[src/rtl/idu_pkg.sv]
// Shared IDU types: widths, wakeup bus count and the pipe4 issue payload that
// the issue queue stores and the RF stage registers.
package idu_pkg;

  localparam int IID_W    = 5;
  localparam int OPC_W    = 7;
  localparam int PREG_W   = 6;
  localparam int XLEN     = 64;
  localparam int NUM_WAKE = 8;

  // Fields handed from the pipe4 issue queue to the pipe4 RF stage.
  typedef struct packed {
    logic [IID_W-1:0]  iid;
    logic [OPC_W-1:0]  opcode;
    logic              psrc1_vld;
    logic [PREG_W-1:0] psrc1;
    logic              imm_vld;
    logic [XLEN-1:0]   imm;
  } pipe4_payload_t;

  // One issue-queue slot: payload plus queue bookkeeping.
  typedef struct packed {
    logic           vld;
    logic           rdy1;
    pipe4_payload_t pl;
  } pipe4_entry_t;

endpackage

[src/rtl/idu_is_wakeup.sv]
// Compares one physical source register against every wakeup broadcast bus.
module idu_is_wakeup
  import idu_pkg::*;
(
  input  logic [PREG_W-1:0]          psrc,
  input  logic [NUM_WAKE-1:0]        wake_vld,
  input  logic [NUM_WAKE*PREG_W-1:0] wake_preg,
  output logic                       hit
);

  // Any valid bus carrying this preg produces a hit; preg 0 is not special.
  always_comb begin
    // NOTE: a default before the loop keeps every path assigned, so no latch is inferred.
    hit = 1'b0;
    for (int b = 0; b < NUM_WAKE; b++) begin
      if (wake_vld[b] && (wake_preg[b*PREG_W +: PREG_W] == psrc)) begin
        hit = 1'b1;
      end
    end
  end

endmodule

[src/rtl/idu_is_pipe4.sv]
// Pipe4 issue queue: collapsing queue (slot 0 oldest), psrc1 wakeup from the
// ex-stage and cdb buses, oldest-ready select driving the pipe4 RF interface.
module idu_is_pipe4
  import idu_pkg::*;
#(
  parameter int DEPTH = 4,
  parameter int CNT_W = 3
) (
  input  logic              clk,
  input  logic              rst_clk,
  input  logic              rtu_global_flush,

  input  logic              dis_pipe4_vld,
  output logic              dis_pipe4_rdy,
  input  logic [4:0]        dis_pipe4_iid,
  input  logic [6:0]        dis_pipe4_opcode,
  input  logic              dis_pipe4_psrc1_vld,
  input  logic [5:0]        dis_pipe4_psrc1,
  input  logic              dis_pipe4_psrc1_rdy,
  input  logic              dis_pipe4_imm_vld,
  input  logic [63:0]       dis_pipe4_imm,

  input  logic              exu_idu_rf_alu_ex_vld,
  input  logic [5:0]        exu_idu_rf_alu_ex_preg,
  input  logic              exu_idu_rf_alu_cdb_vld,
  input  logic [5:0]        exu_idu_rf_alu_cdb_preg,
  input  logic              exu_idu_rf_mxu_ex_vld,
  input  logic [5:0]        exu_idu_rf_mxu_ex_preg,
  input  logic              exu_idu_rf_mxu_cdb_vld,
  input  logic [5:0]        exu_idu_rf_mxu_cdb_preg,
  input  logic              exu_idu_rf_div_ex_vld,
  input  logic [5:0]        exu_idu_rf_div_ex_preg,
  input  logic              exu_idu_rf_div_cdb_vld,
  input  logic [5:0]        exu_idu_rf_div_cdb_preg,
  input  logic              exu_idu_rf_lsu_ex_vld,
  input  logic [5:0]        exu_idu_rf_lsu_ex_preg,
  input  logic              exu_idu_rf_lsu_cdb_vld,
  input  logic [5:0]        exu_idu_rf_lsu_cdb_preg,

  output logic              idu_idu_rf_pipe4_vld,
  output logic [4:0]        idu_idu_rf_pipe4_iid,
  output logic [6:0]        idu_idu_rf_pipe4_opcode,
  output logic              idu_idu_rf_pipe4_psrc1_vld,
  output logic [5:0]        idu_idu_rf_pipe4_psrc1,
  output logic              idu_idu_rf_pipe4_imm_vld,
  output logic [63:0]       idu_idu_rf_pipe4_imm,

  output logic [CNT_W-1:0]  pipe4_is_cnt
);

  localparam int IDX_W = (DEPTH > 1) ? $clog2(DEPTH) : 1;

  pipe4_entry_t q     [DEPTH];
  pipe4_entry_t q_nxt [DEPTH];
  // Current slots with this cycle's wakeup folded in, plus an empty slot on
  // top so the collapse shift never reads past the end of the queue.
  pipe4_entry_t cur   [DEPTH+1];
  pipe4_entry_t new_entry;

  logic [NUM_WAKE-1:0]        wake_vld;
  logic [NUM_WAKE*PREG_W-1:0] wake_preg;
  logic [DEPTH:0]             hit;      // [DEPTH] is the dispatch port
  logic [DEPTH-1:0]           ready;

  logic                       sel_vld;
  logic [IDX_W-1:0]           sel_idx;
  pipe4_payload_t             iss;

  logic [CNT_W-1:0]           cnt;
  logic [CNT_W-1:0]           cnt_nxt;
  logic [CNT_W-1:0]           enq_slot;
  logic                       enq;

  assign wake_vld = {exu_idu_rf_lsu_cdb_vld, exu_idu_rf_lsu_ex_vld,
                     exu_idu_rf_div_cdb_vld, exu_idu_rf_div_ex_vld,
                     exu_idu_rf_mxu_cdb_vld, exu_idu_rf_mxu_ex_vld,
                     exu_idu_rf_alu_cdb_vld, exu_idu_rf_alu_ex_vld};

  assign wake_preg = {exu_idu_rf_lsu_cdb_preg, exu_idu_rf_lsu_ex_preg,
                      exu_idu_rf_div_cdb_preg, exu_idu_rf_div_ex_preg,
                      exu_idu_rf_mxu_cdb_preg, exu_idu_rf_mxu_ex_preg,
                      exu_idu_rf_alu_cdb_preg, exu_idu_rf_alu_ex_preg};

  // One comparator per slot plus one for the uop being dispatched.
  for (genvar g = 0; g < DEPTH; g++) begin : g_wake
    idu_is_wakeup u_wake (
      .psrc      (q[g].pl.psrc1),
      .wake_vld  (wake_vld),
      .wake_preg (wake_preg),
      .hit       (hit[g])
    );
  end

  idu_is_wakeup u_wake_dis (
    .psrc      (dis_pipe4_psrc1),
    .wake_vld  (wake_vld),
    .wake_preg (wake_preg),
    .hit       (hit[DEPTH])
  );

  // Per-slot readiness, including a same-cycle wakeup hit.
  always_comb begin
    ready = '0;
    for (int i = 0; i < DEPTH; i++) begin
      ready[i] = q[i].vld & (~q[i].pl.psrc1_vld | q[i].rdy1 | hit[i]);
    end
  end

  // Oldest-ready select: scanning downward leaves the lowest ready index.
  always_comb begin
    sel_vld = 1'b0;
    sel_idx = '0;
    iss     = '0;
    for (int i = DEPTH - 1; i >= 0; i--) begin
      if (ready[i]) begin
        sel_vld = 1'b1;
        sel_idx = IDX_W'(i);
      end
    end
    if (sel_vld) begin
      iss = q[sel_idx].pl;
    end
  end

  assign idu_idu_rf_pipe4_vld       = sel_vld;
  assign idu_idu_rf_pipe4_iid       = iss.iid;
  assign idu_idu_rf_pipe4_opcode    = iss.opcode;
  assign idu_idu_rf_pipe4_psrc1_vld = iss.psrc1_vld;
  assign idu_idu_rf_pipe4_psrc1     = iss.psrc1;
  assign idu_idu_rf_pipe4_imm_vld   = iss.imm_vld;
  assign idu_idu_rf_pipe4_imm       = iss.imm;

  // Accept whenever a slot is free now; an issue this cycle is not credited.
  assign dis_pipe4_rdy = (cnt < CNT_W'(DEPTH));
  assign enq           = dis_pipe4_vld & dis_pipe4_rdy;
  assign enq_slot      = cnt - CNT_W'(sel_vld);
  assign pipe4_is_cnt  = cnt;

  // Build the dispatched entry; a same-cycle wakeup marks it ready at capture.
  always_comb begin
    new_entry              = '0;
    new_entry.vld          = 1'b1;
    new_entry.rdy1         = dis_pipe4_psrc1_rdy | hit[DEPTH];
    new_entry.pl.iid       = dis_pipe4_iid;
    new_entry.pl.opcode    = dis_pipe4_opcode;
    new_entry.pl.psrc1_vld = dis_pipe4_psrc1_vld;
    new_entry.pl.psrc1     = dis_pipe4_psrc1;
    new_entry.pl.imm_vld   = dis_pipe4_imm_vld;
    new_entry.pl.imm       = dis_pipe4_imm;
  end

  // Next queue image: sticky wakeup, collapse above the issued slot, enqueue.
  always_comb begin
    for (int i = 0; i < DEPTH; i++) begin
      cur[i]      = q[i];
      cur[i].rdy1 = q[i].rdy1 | hit[i];
    end
    cur[DEPTH] = '0;

    for (int i = 0; i < DEPTH; i++) begin
      if (sel_vld && (i >= int'(sel_idx))) begin
        q_nxt[i] = cur[i+1];
      end else begin
        q_nxt[i] = cur[i];
      end
      if (enq && (enq_slot == CNT_W'(i))) begin
        q_nxt[i] = new_entry;
      end
    end

    cnt_nxt = cnt + CNT_W'(enq) - CNT_W'(sel_vld);
  end

  // Queue state: reset beats flush, flush beats every other update.
  always_ff @(posedge clk) begin
    if (rst_clk || rtu_global_flush) begin
      // NOTE: only valid bits are cleared; payload in an invalid slot is never observed, so it needs no reset.
      for (int i = 0; i < DEPTH; i++) begin
        q[i].vld <= 1'b0;
      end
      cnt <= '0;
    end else begin
      // NOTE: state registers use non-blocking assignments so every slot sees the pre-edge values.
      for (int i = 0; i < DEPTH; i++) begin
        q[i] <= q_nxt[i];
      end
      cnt <= cnt_nxt;
    end
  end

endmodule

[config.mk]
export PLATFORM = sky130hd
export DESIGN_NAME = idu_is_pipe4
export DESIGN_NICKNAME = d
export VERILOG_FILES = /design/src/rtl/idu_pkg.sv /design/src/rtl/idu_is_wakeup.sv /design/src/rtl/idu_is_pipe4.sv
export SDC_FILE = /design/constraint.sdc
export NUM_CORES = 1
export LEC_CHECK = 0
export ABC_AREA = 1
export CAP_MARGIN = 40
export CORE_ASPECT_RATIO = 2
export CORE_MARGIN = 3
export CORE_UTILIZATION = 55
export DETAILED_ROUTE_END_ITERATION = 10
export PLACE_DENSITY = 0.89
export RECOVER_POWER = 100
export REMOVE_ABC_BUFFERS = 1
export SLEW_MARGIN = 20
export SYNTH_ARGS = -nofsm -noshare
export SYNTH_HDL_FRONTEND = slang
export SYNTH_SLANG_ARGS = --single-unit
[constraint.sdc]
create_clock -name clk -period 18.3 [get_ports clk]
set_clock_uncertainty 0.15 [all_clocks]
set_input_delay 3.66 -clock clk [delete_from_list [all_inputs] [get_ports clk]]
set_output_delay 3.66 -clock clk [all_outputs]
set_load 0.05 [all_outputs]
* Word level (Yosys, flattened, before mapping)
Memory sizes are Yosys's and may differ from the RTL's.
Index checks and enable logic that the tools add are counted.
** Storage, ports and cells
- Flip-flop bits (word level) :: 3
- Memory bits (writable) :: 344
- Bits of input ports :: 145
- Memories :: 1
** Memories
- q :: words 4, bits a word 86, read ports 5, clocked after Yosys merged registers in 0, write ports 4, line idu_is_pipe4.sv:53 : pipe4_entry_t q [DEPTH];
** Cells by class
- Add/subtract/negate cells :: 3
- Order comparisons :: 4
- Equality and inequality tests :: 43
- Mux-type cells :: 64
- Bitwise gates (word level) :: 26
- Reductions and logical operators :: 49
** Operators by type and width (number)
- $mux 86 :: 8
- $eq 6x6->1 :: 40
- $mux 84 :: 1
- $mux 1 :: 51
- $logic_and 1x1->1 :: 47
- $or 1x1->1 :: 17
- $mux 2 :: 4
- $eq 3x2->1 const B :: 2
- $sub 3x1->3 :: 2
- $and 1x1->1 :: 5
- $ge 1x2->1 const A :: 2
- $not 1->1 :: 4
- $add 3x1->3 :: 1
- $eq 3x1->1 const B :: 1
- $logic_not 3->1 :: 1
- $lt 3x3->1 const B :: 1
- $ge 2x2->1 const A :: 1
- $logic_or 1x1->1 :: 1

* Depth between registers and ports, before layout
Gate-level depths: netlist (run 1).
An unclocked memory read counts as a cell.
- Word-level depth :: 22
- Depth in mapped cells :: 25

* By module
From an unflattened synthesis (run 1), not the netlist that was laid out.
** Unflattened totals
- Cell total of the unflattened synthesis :: 2953
- Area total of the unflattened synthesis :: 22460.3 sq um
** By module, submodules not included
- idu_is_pipe4 :: instances 1, cells each 1903, area an instance 17837.1 sq um
- idu_is_wakeup :: instances 5, cells each 210, area an instance 924.6 sq um

* Least setup slack after synthesis (run 1)
Ideal clock, no wire load.
- Path kind :: input port to flip-flop
- From :: input port exu_idu_rf_mxu_cdb_preg[4]
- To :: memory q[2][0] (netlist name) (enable)
- Data arrival time :: 10.963 ns
- Path slack :: 6.633 ns
- Stages on the path :: 20
- Buffers on the path :: 3
- Cells stage by stage :: clkbuf_2 -> inv_1 -> nand2_1 -> o2111ai_1 -> nor2_1 -> nand2_1 -> nand2_1 -> nor2_1 -> nand3_2 -> nand2_4 -> nand2_4 -> nor2_4 -> clkbuf_1 -> inv_1 -> ha_1 -> ha_1 -> nor4_1 -> clkinv_1 -> clkbuf_1 -> a21oi_1
** RTL lines
- start, declared :: line idu_is_pipe4.sv:30 : input logic [5:0] exu_idu_rf_mxu_cdb_preg,
- end, declared :: line idu_is_pipe4.sv:53

==> out/qor.csv, run 1 <==
metric,value,unit
row cnt,102,
WHS Endpoint,q[3][85],
cells on worst reg2reg path,21,
Post-Syn Area per Cell,8.15,µm²
CP arrival,15.31,ns
post-CTS setup buffer count,0,
clk buf depth,3,
Max rail drop VDD,118,µV
DR pass1 iterations,6,
Hold Path Class,register to register,
"Reg clk slew, reported paths",0.08,ns
FMAX,65.4,MHz
CTS Hold Bufs,0,
Slowest cell on crit path,clkbuf_1,
total global-route track usage,40.7,%
hpwl dp,56300,µm
worst path required time,18.32,ns
Yosys warning count,0,
clk_lat worst skew,0.57,ns
number of DRC markers in iteration 0,2745,
reg2reg setup slack,5.72,ns
GR Overflow Total,0,
full die area,41700,µm²
post-route DRC violation count,0,
synth cell count leaders,"nand2_1 (397), edfxtp_1 (340), nand3_1 (335)",
cells resized by post-CTS repair,0,
initial antenna violation count,3,
max_slew headroom,-122,%
PwrDens,90.1,nW/µm²
R2R Path Start,q[0][69],
RR Endpoint,q[0][55],
kind of cell adding the most delay to the critical path,buffers and inverters,
Post-Syn Instances,2646,
Synth Flop Type,edfxtp_1,
Seq cells post-synth,347,
status,finished with violations,
hold depth,2,
CTS Sinks,347,
vias in the first global route,21100,
max_cap viols,7,
GPL Wtd Cong,1.08,
DR vias,21900,
CP Cell Sequence,dlygate4sd3_1 > inv_1 > nand2_1 > o211ai_1 > nor3_1 > nand2_1 > nand3_1 > nor2_1 > nand3_1 > nand2_8 > nand2_4 > nor2_1 > clkbuf_1 > inv_1 > ha_1 > ha_1 > inv_1 > nor4_1 > clkinvlp_2 > buf_16 > clkbuf_1 > nand4_1 > o21ai_0,
number of flops mapped to enable cells by yosys,340,
"Slew Viols, Final",330,
Worst Path Buf+Inv,8,
IO Pins,234,
CP max FO,88,
"slowest stage delay, CP",1.91,ns
most frequent CP cell,inv_1,
DR WL/cell,27.0,µm
H-tree levels,1,
Final ANT Viol Nets,0,
fraction of layout cells with a size suffix above 1,5.10,%
Area Overhead vs Synth,16.3,%
Vias/cell,6.67,
Die Y,286,µm
RSZ-0062 raised after global routing,false,
"Seq/Total Area, Yosys",48.0,%
routed wire length,88600,µm
Nets,2894,
Synth area leader,edfxtp_1,
IO buf count,233,
hold_sp,q[3][85],
core area,38700,µm²
Crit Path Class,input port to register,
first-pass GRT wire length,130000,µm
Worst-Margin Slew,3.34,ns
TritonCTS clock tree,built,
Leak Pwr,9.80,nW
Crit. End Element,register,
largest net degree at the start of global routing,89,
Synth async-reset ratio,0,%
Die Wd,146,µm
Synth cell types,43,
Final Util,64.8,%
Crit. Startpoint,exu_idu_rf_mxu_ex_preg[2],
CTS buffer count,27,
Critical Path Source Type,input port,
Fin. Hold Viols,0,
most common cell in the netlist,nand2_1,
failing checks,"max-capacitance violations, max-slew violations",
final setup vio count,0,
fin crit share,83.6,%
Area contributors post-synth,"edfxtp_1 (47%), nand3_1 (7.8%), o21ai_0 (7.2%), nand2_1 (6.9%), inv_1 (5.1%)",
post-synthesis cell area,21600,µm²
CTS root buf,clkbuf_16,
top cell type's share of synthesized area,47.4,%
Initial Util,55.7,%
fin crit period,15.29,ns
setup_tns,0,ns
## cell usage in the layout, fill, tap and decap left out, drive strengths merged, types with 5 or more instances in the layout
master         netlist  routed
a21oi              114     114
buf                118      45
bufinv               0       5
clkbuf             101      43
clkdlybuf4s50        0     143
clkinv               8      12
clkinvlp             0       6
dfxtp                7       7
dlygate4sd3          0      90
edfxtp             340     340
inv                316     316
nand2              404     404
nand3              348     348
nand3b              45      45
nand4              104     104
nor2               178     178
nor3                26      26
nor4                 7       7
o2111ai              5       5
o211ai              17      17
o21ai              358     358
o22ai               85      85
xnor2               15      15
xor2                30      30
## cell families after synthesis
family	Yosys count	share of synthesized area (%)
AOI/OAI and AO/OA	594	14.9
and+or+nand+nor	1112	24.2
buffers and inverters	543	10.7
DFF	347	48.0
adders and majority gates	5	0.325
xor gates and xnor gates	45	1.83
## state kept, by name (all words and copies together), names as in the netlist
| register | flops |
|---|---|
| pipe4_is_cnt | 3 |
| q | 344 |
## stage by stage
step	hold slack [ns]	total power [mW]	setup WS, ns	cells	cell area, µm²
after floorplan	0.304	1.36	0.557	2427	20500
after global placement	0.306	1.60	5.40	3214	23800
after detailed placement	0.322	1.63	5.31	3230	24100
after CTS	0.333	2.24	5.30	3278	25000
after global routing	0.364	2.32	2.55	3284	25100
final	0.336	2.26	3.01	3284	25100
## tightest hold or removal path, stage by stage, from the launching register on
cell	delay [ns]
dfxtp_1	0.33
nand2_1	0.06
a21oi_1	0.05
## per-layer routing
| layer | vias up | routed length [µm] | part of all wire [%] | GRT usage (%) |
|---|---|---|---|---|
| met5 | - | 25 | 0.028 | 0 |
| met4 | 4 | 9920 | 11 | 33.2 |
| met1 | 10100 | 26400 | 30 | 44.8 |
| met3 | 536 | 9860 | 11 | 7.73 |
| met2 | 1902 | 42300 | 48 | 68.1 |
| li1 | 9362 | - | - | - |
## how the worst max path moves through the flow
stage,endpoint,depth (start not counted)
after floorplan,q[2][0],17
after global placement,idu_idu_rf_pipe4_imm[22],15
after detailed placement,idu_idu_rf_pipe4_imm[22],15
after CTS,idu_idu_rf_pipe4_imm[13],15
after global routing,q[0][55],22
final,q[0][55],23
## where the power goes
group	leakage [nW]	internal (mW)	switching (mW)
registers	3.10	0.952	0.0278
clock network	0.430	0.342	0.282
logic	6.27	0.178	0.476
## layout make-up
type                            count  area (µm²)
Sequential cell                   347       10400
Clock inverter                     15         198
Multi-Input combinational cell   1756        8930
Tap cell                          520         651
Inverter                          324        1230
Antenna cell                        1        2.50
Clock buffer                       33         698
Fill cell                        3087       13600
Timing Repair Buffer              288        3000
Power figures use the tool's default switching activity.
==> run 2: changes to the inputs <==
--- a/config.mk
+++ b/config.mk
@@ -9,9 +9,9 @@
 export CAP_MARGIN = 40
 export CORE_ASPECT_RATIO = 2
 export CORE_MARGIN = 3
-export CORE_UTILIZATION = 55
+export CORE_UTILIZATION = 52
 export DETAILED_ROUTE_END_ITERATION = 10
-export PLACE_DENSITY = 0.89
+export PLACE_DENSITY = 0.88
 export RECOVER_POWER = 100
 export REMOVE_ABC_BUFFERS = 1
 export SLEW_MARGIN = 20
==> constraint.sdc (replaced) <==
create_clock -name clk -period 13.16 [get_ports clk]
set_clock_uncertainty 0.15 [all_clocks]
set_input_delay 2.632 -clock clk [delete_from_list [all_inputs] [get_ports clk]]
set_output_delay 2.632 -clock clk [all_outputs]
set_load 0.05 [all_outputs]
==> run 2 against run 1 <==
Against the previous run: the flow still finishes with violations (max-capacitance violations, max-slew violations); worst setup slack worse by 1.5 ns; clock power increased by 42%; global-route usage down 3.8 points; non-clock buffer count decreased by 13; combinational power is 35% higher; critical path depth down 9; first-iteration DRC count grew 4.4%; utilization decreased by 3.3 points; largest power group unchanged; sequential share of layout area grew 0.15 points.
==> out/qor.csv, run 2 (synthesized netlist as in run 1, its figures left out) <==
metric,value,unit,change
status,finished with violations,,unchanged
failing checks,"max-capacitance violations, max-slew violations",,unchanged
hold depth,1,,was 2
vias in the first global route,20500,,"was 21,100"
TritonCTS clock tree,built,,unchanged
Die Y,294,µm,was 286 µm
GR Overflow Total,0,,unchanged
cells resized by post-CTS repair,0,,unchanged
Nets,2883,,"was 2,894"
Non-Filler Instances,3285,,"was 3,284"
Psw,1.09,mW,was 0.786 mW
initial antenna violation count,2,,was 3
Area after DPL,24000,µm²,"was 24,100 µm²"
worst path required time,10.38,ns,was 18.32 ns
Crit. End Element,primary output,,was register
most frequent cells in the layout,"nand2_1 (397), edfxtp_1 (340), o21ai_0 (338)",,unchanged
Placed Instances,3225,,"was 3,230"
fin crit share,88.8,%,
fin crit period,11.69,ns,
CP Cell Sequence,dlygate4sd3_1 > inv_1 > o22ai_1 > nor3_1 > nand2_1 > nand3_1 > nor2_1 > nand3_1 > nand2_8 > nand2_4 > nor2_1 > buf_4 > a21oi_1 > dlygate4sd3_1,,was dlygate4sd3_1 > inv_1 > nand2_1 > o211ai_1 > nor3_1 > nand2_1 > nand3_1 > nor2_1 > nand3_1 > nand2_8 > nand2_4 > nor2_1 > clkbuf_1 > inv_1 > ha_1 > ha_1 > inv_1 > nor4_1 > clkinvlp_2 > buf_16 > clkbuf_1 > nand4_1 > o21ai_0
register area,10400,µm²,unchanged
Worst-Margin Slew,2.21,ns,was 3.34 ns
DR vias,21300,,"was 21,900"
Multi-input gate area,8930,µm²,about the same
clock share of power,28.3,%,was 27.6%
number of DRC markers in iteration 0,2865,,"was 2,745"
Sw Ratio,34.7,%,was 34.8%
final setup vio count,0,,unchanged
Area Overhead vs Synth,15.9,%,was 16.3%
hold_sp,pipe4_is_cnt[2],,was q[3][85]
kind of cell adding the most delay to the critical path,simple AND/OR/NAND/NOR gates,,was buffers and inverters
Final ANT Viol Nets,0,,unchanged
largest net degree at the start of global routing,95,,was 89
Worst Path Buf+Inv,4,,was 8
R2R Path Start,q[0][68],,was q[0][69]
IO buf count,233,,unchanged
"Reg clk slew, reported paths",0.08,ns,about the same
Die Wd,150,µm,was 146 µm
PwrDens,126,nW/µm²,was 90.1 nW/µm²
full die area,44100,µm²,"was 41,700 µm²"
cells on worst reg2reg path,17,,was 21
max_slew headroom,-47.4,%,was -122%
CP max FO,94,,was 88
cell-internal power,2.05,mW,was 1.47 mW
DR pass1 iterations,8,,was 6
IO Pins,234,,unchanged
Leak Pwr,9.77,nW,was 9.80 nW
GPL Wtd Cong,1.11,,was 1.08
clk buf depth,3,,unchanged
first-pass GRT wire length,124000,µm,"was 130,000 µm"
row cnt,104,,was 102
"slowest stage delay, CP",1.36,ns,was 1.91 ns
WHS Endpoint,pipe4_is_cnt[2],,was q[3][85]
Initial Util,53.1,%,was 55.7%
hpwl dp,53200,µm,"was 56,300 µm"
Max rail drop VDD,127,µV,was 118 µV
clk_lat worst skew,0.58,ns,was 0.57 ns
# diodes,0,,was 1
Vias/cell,6.49,,was 6.67
critical path depth,14,,was 23
Min Hold Slack,0.348,ns,was 0.336 ns
FMAX,85.6,MHz,
total global-route track usage,36.9,%,was 40.7%
post-CTS setup buffer count,0,,unchanged
"Design Area, Final",25000,µm²,"was 25,100 µm²"
"Slew Viols, Final",129,,was 330
Critical Path Source Type,input port,,unchanged
"most common cell after layout, fill and taps aside",nand2_1,,unchanged
reg2reg setup slack,3.43,ns,was 5.72 ns
max_cap viols,4,,was 7
CP arrival,8.91,ns,was 15.31 ns
routed wire length,84100,µm,"was 88,600 µm"
DR WL/cell,25.6,µm,was 27.0 µm
fraction of layout cells with a size suffix above 1,5.08,%,was 5.10%
core area,40600,µm²,"was 38,700 µm²"
max FFs per register,344,,unchanged
Largest Register,q,,unchanged
CTS root buf,clkbuf_16,,unchanged
Crit Path Class,input port to primary output,,was input port to register
RR Endpoint,q[3][29],,was q[0][55]
Hold Path Class,register to register,,unchanged
Comb pwr share,28.0,%,was 29.0%
CTS Sinks,347,,unchanged
CTS buffer count,29,,was 27
RSZ-0062 raised after global routing,false,,unchanged
Fin. Hold Viols,0,,unchanged
# fillers,3479,,"was 3,087"
CTS Hold Bufs,0,,unchanged
total design power,3.14,mW,was 2.26 mW
H-tree levels,1,,unchanged
Seq pwr share,43.7,%,was 43.4%
Slowest cell on crit path,nor2_1,,was clkbuf_1
post-route DRC violation count,0,,unchanged
-- run 2: cell type report --
cell class | instances | area share, %
flip-flops and latches | 347 | 41.5
repair buffers | 275 | 11.4
well taps | 530 | 2.66
inverters | 324 | 4.92
multi-input cells | 1756 | 35.8
clock buffers | 33 | 2.97
clock inverters | 20 | 0.792
-- run 2: through the flow --
step	worst slack (ns)	util (%)	TNS, ns
after floorplan	-3.55	-	-744.83
after detailed placement	2.69	59.1	0
after global routing	1.21	61.5	0
after CTS	2.70	61.4	0
after global placement	2.78	58.5	0
final	1.47	61.5	0
-- run 2: power groups by stage --
stage,Combinational (mW),Clock (mW),Sequential (mW)
global placement,0.824,0,1.39
CTS,0.859,0.891,1.37
finish,0.880,0.887,1.37
floorplan,0.498,0,1.39
detailed placement,0.856,0,1.39
global route,0.930,0.929,1.37
-- run 2: worst max path at each step --
stage | from | endpoint | slack, ns
after floorplan | exu_idu_rf_div_ex_preg[0] | q[2][0] | -3.55
after global placement | exu_idu_rf_alu_cdb_preg[1] | idu_idu_rf_pipe4_imm[46] | 2.78
after detailed placement | exu_idu_rf_alu_cdb_preg[1] | idu_idu_rf_pipe4_imm[46] | 2.69
after CTS | exu_idu_rf_alu_cdb_preg[1] | idu_idu_rf_pipe4_imm[46] | 2.70
after global routing | exu_idu_rf_alu_cdb_preg[1] | idu_idu_rf_pipe4_imm[50] | 1.21
final | exu_idu_rf_alu_cdb_preg[1] | idu_idu_rf_pipe4_imm[50] | 1.47
-- run 2: metal layers --
layer / share of wire, % / GRT usage, %
met5: 0.033 / 0
met4: 9.6 / 27.2
met3: 11 / 6.32
met2: 48 / 60.0
met1: 32 / 43.3
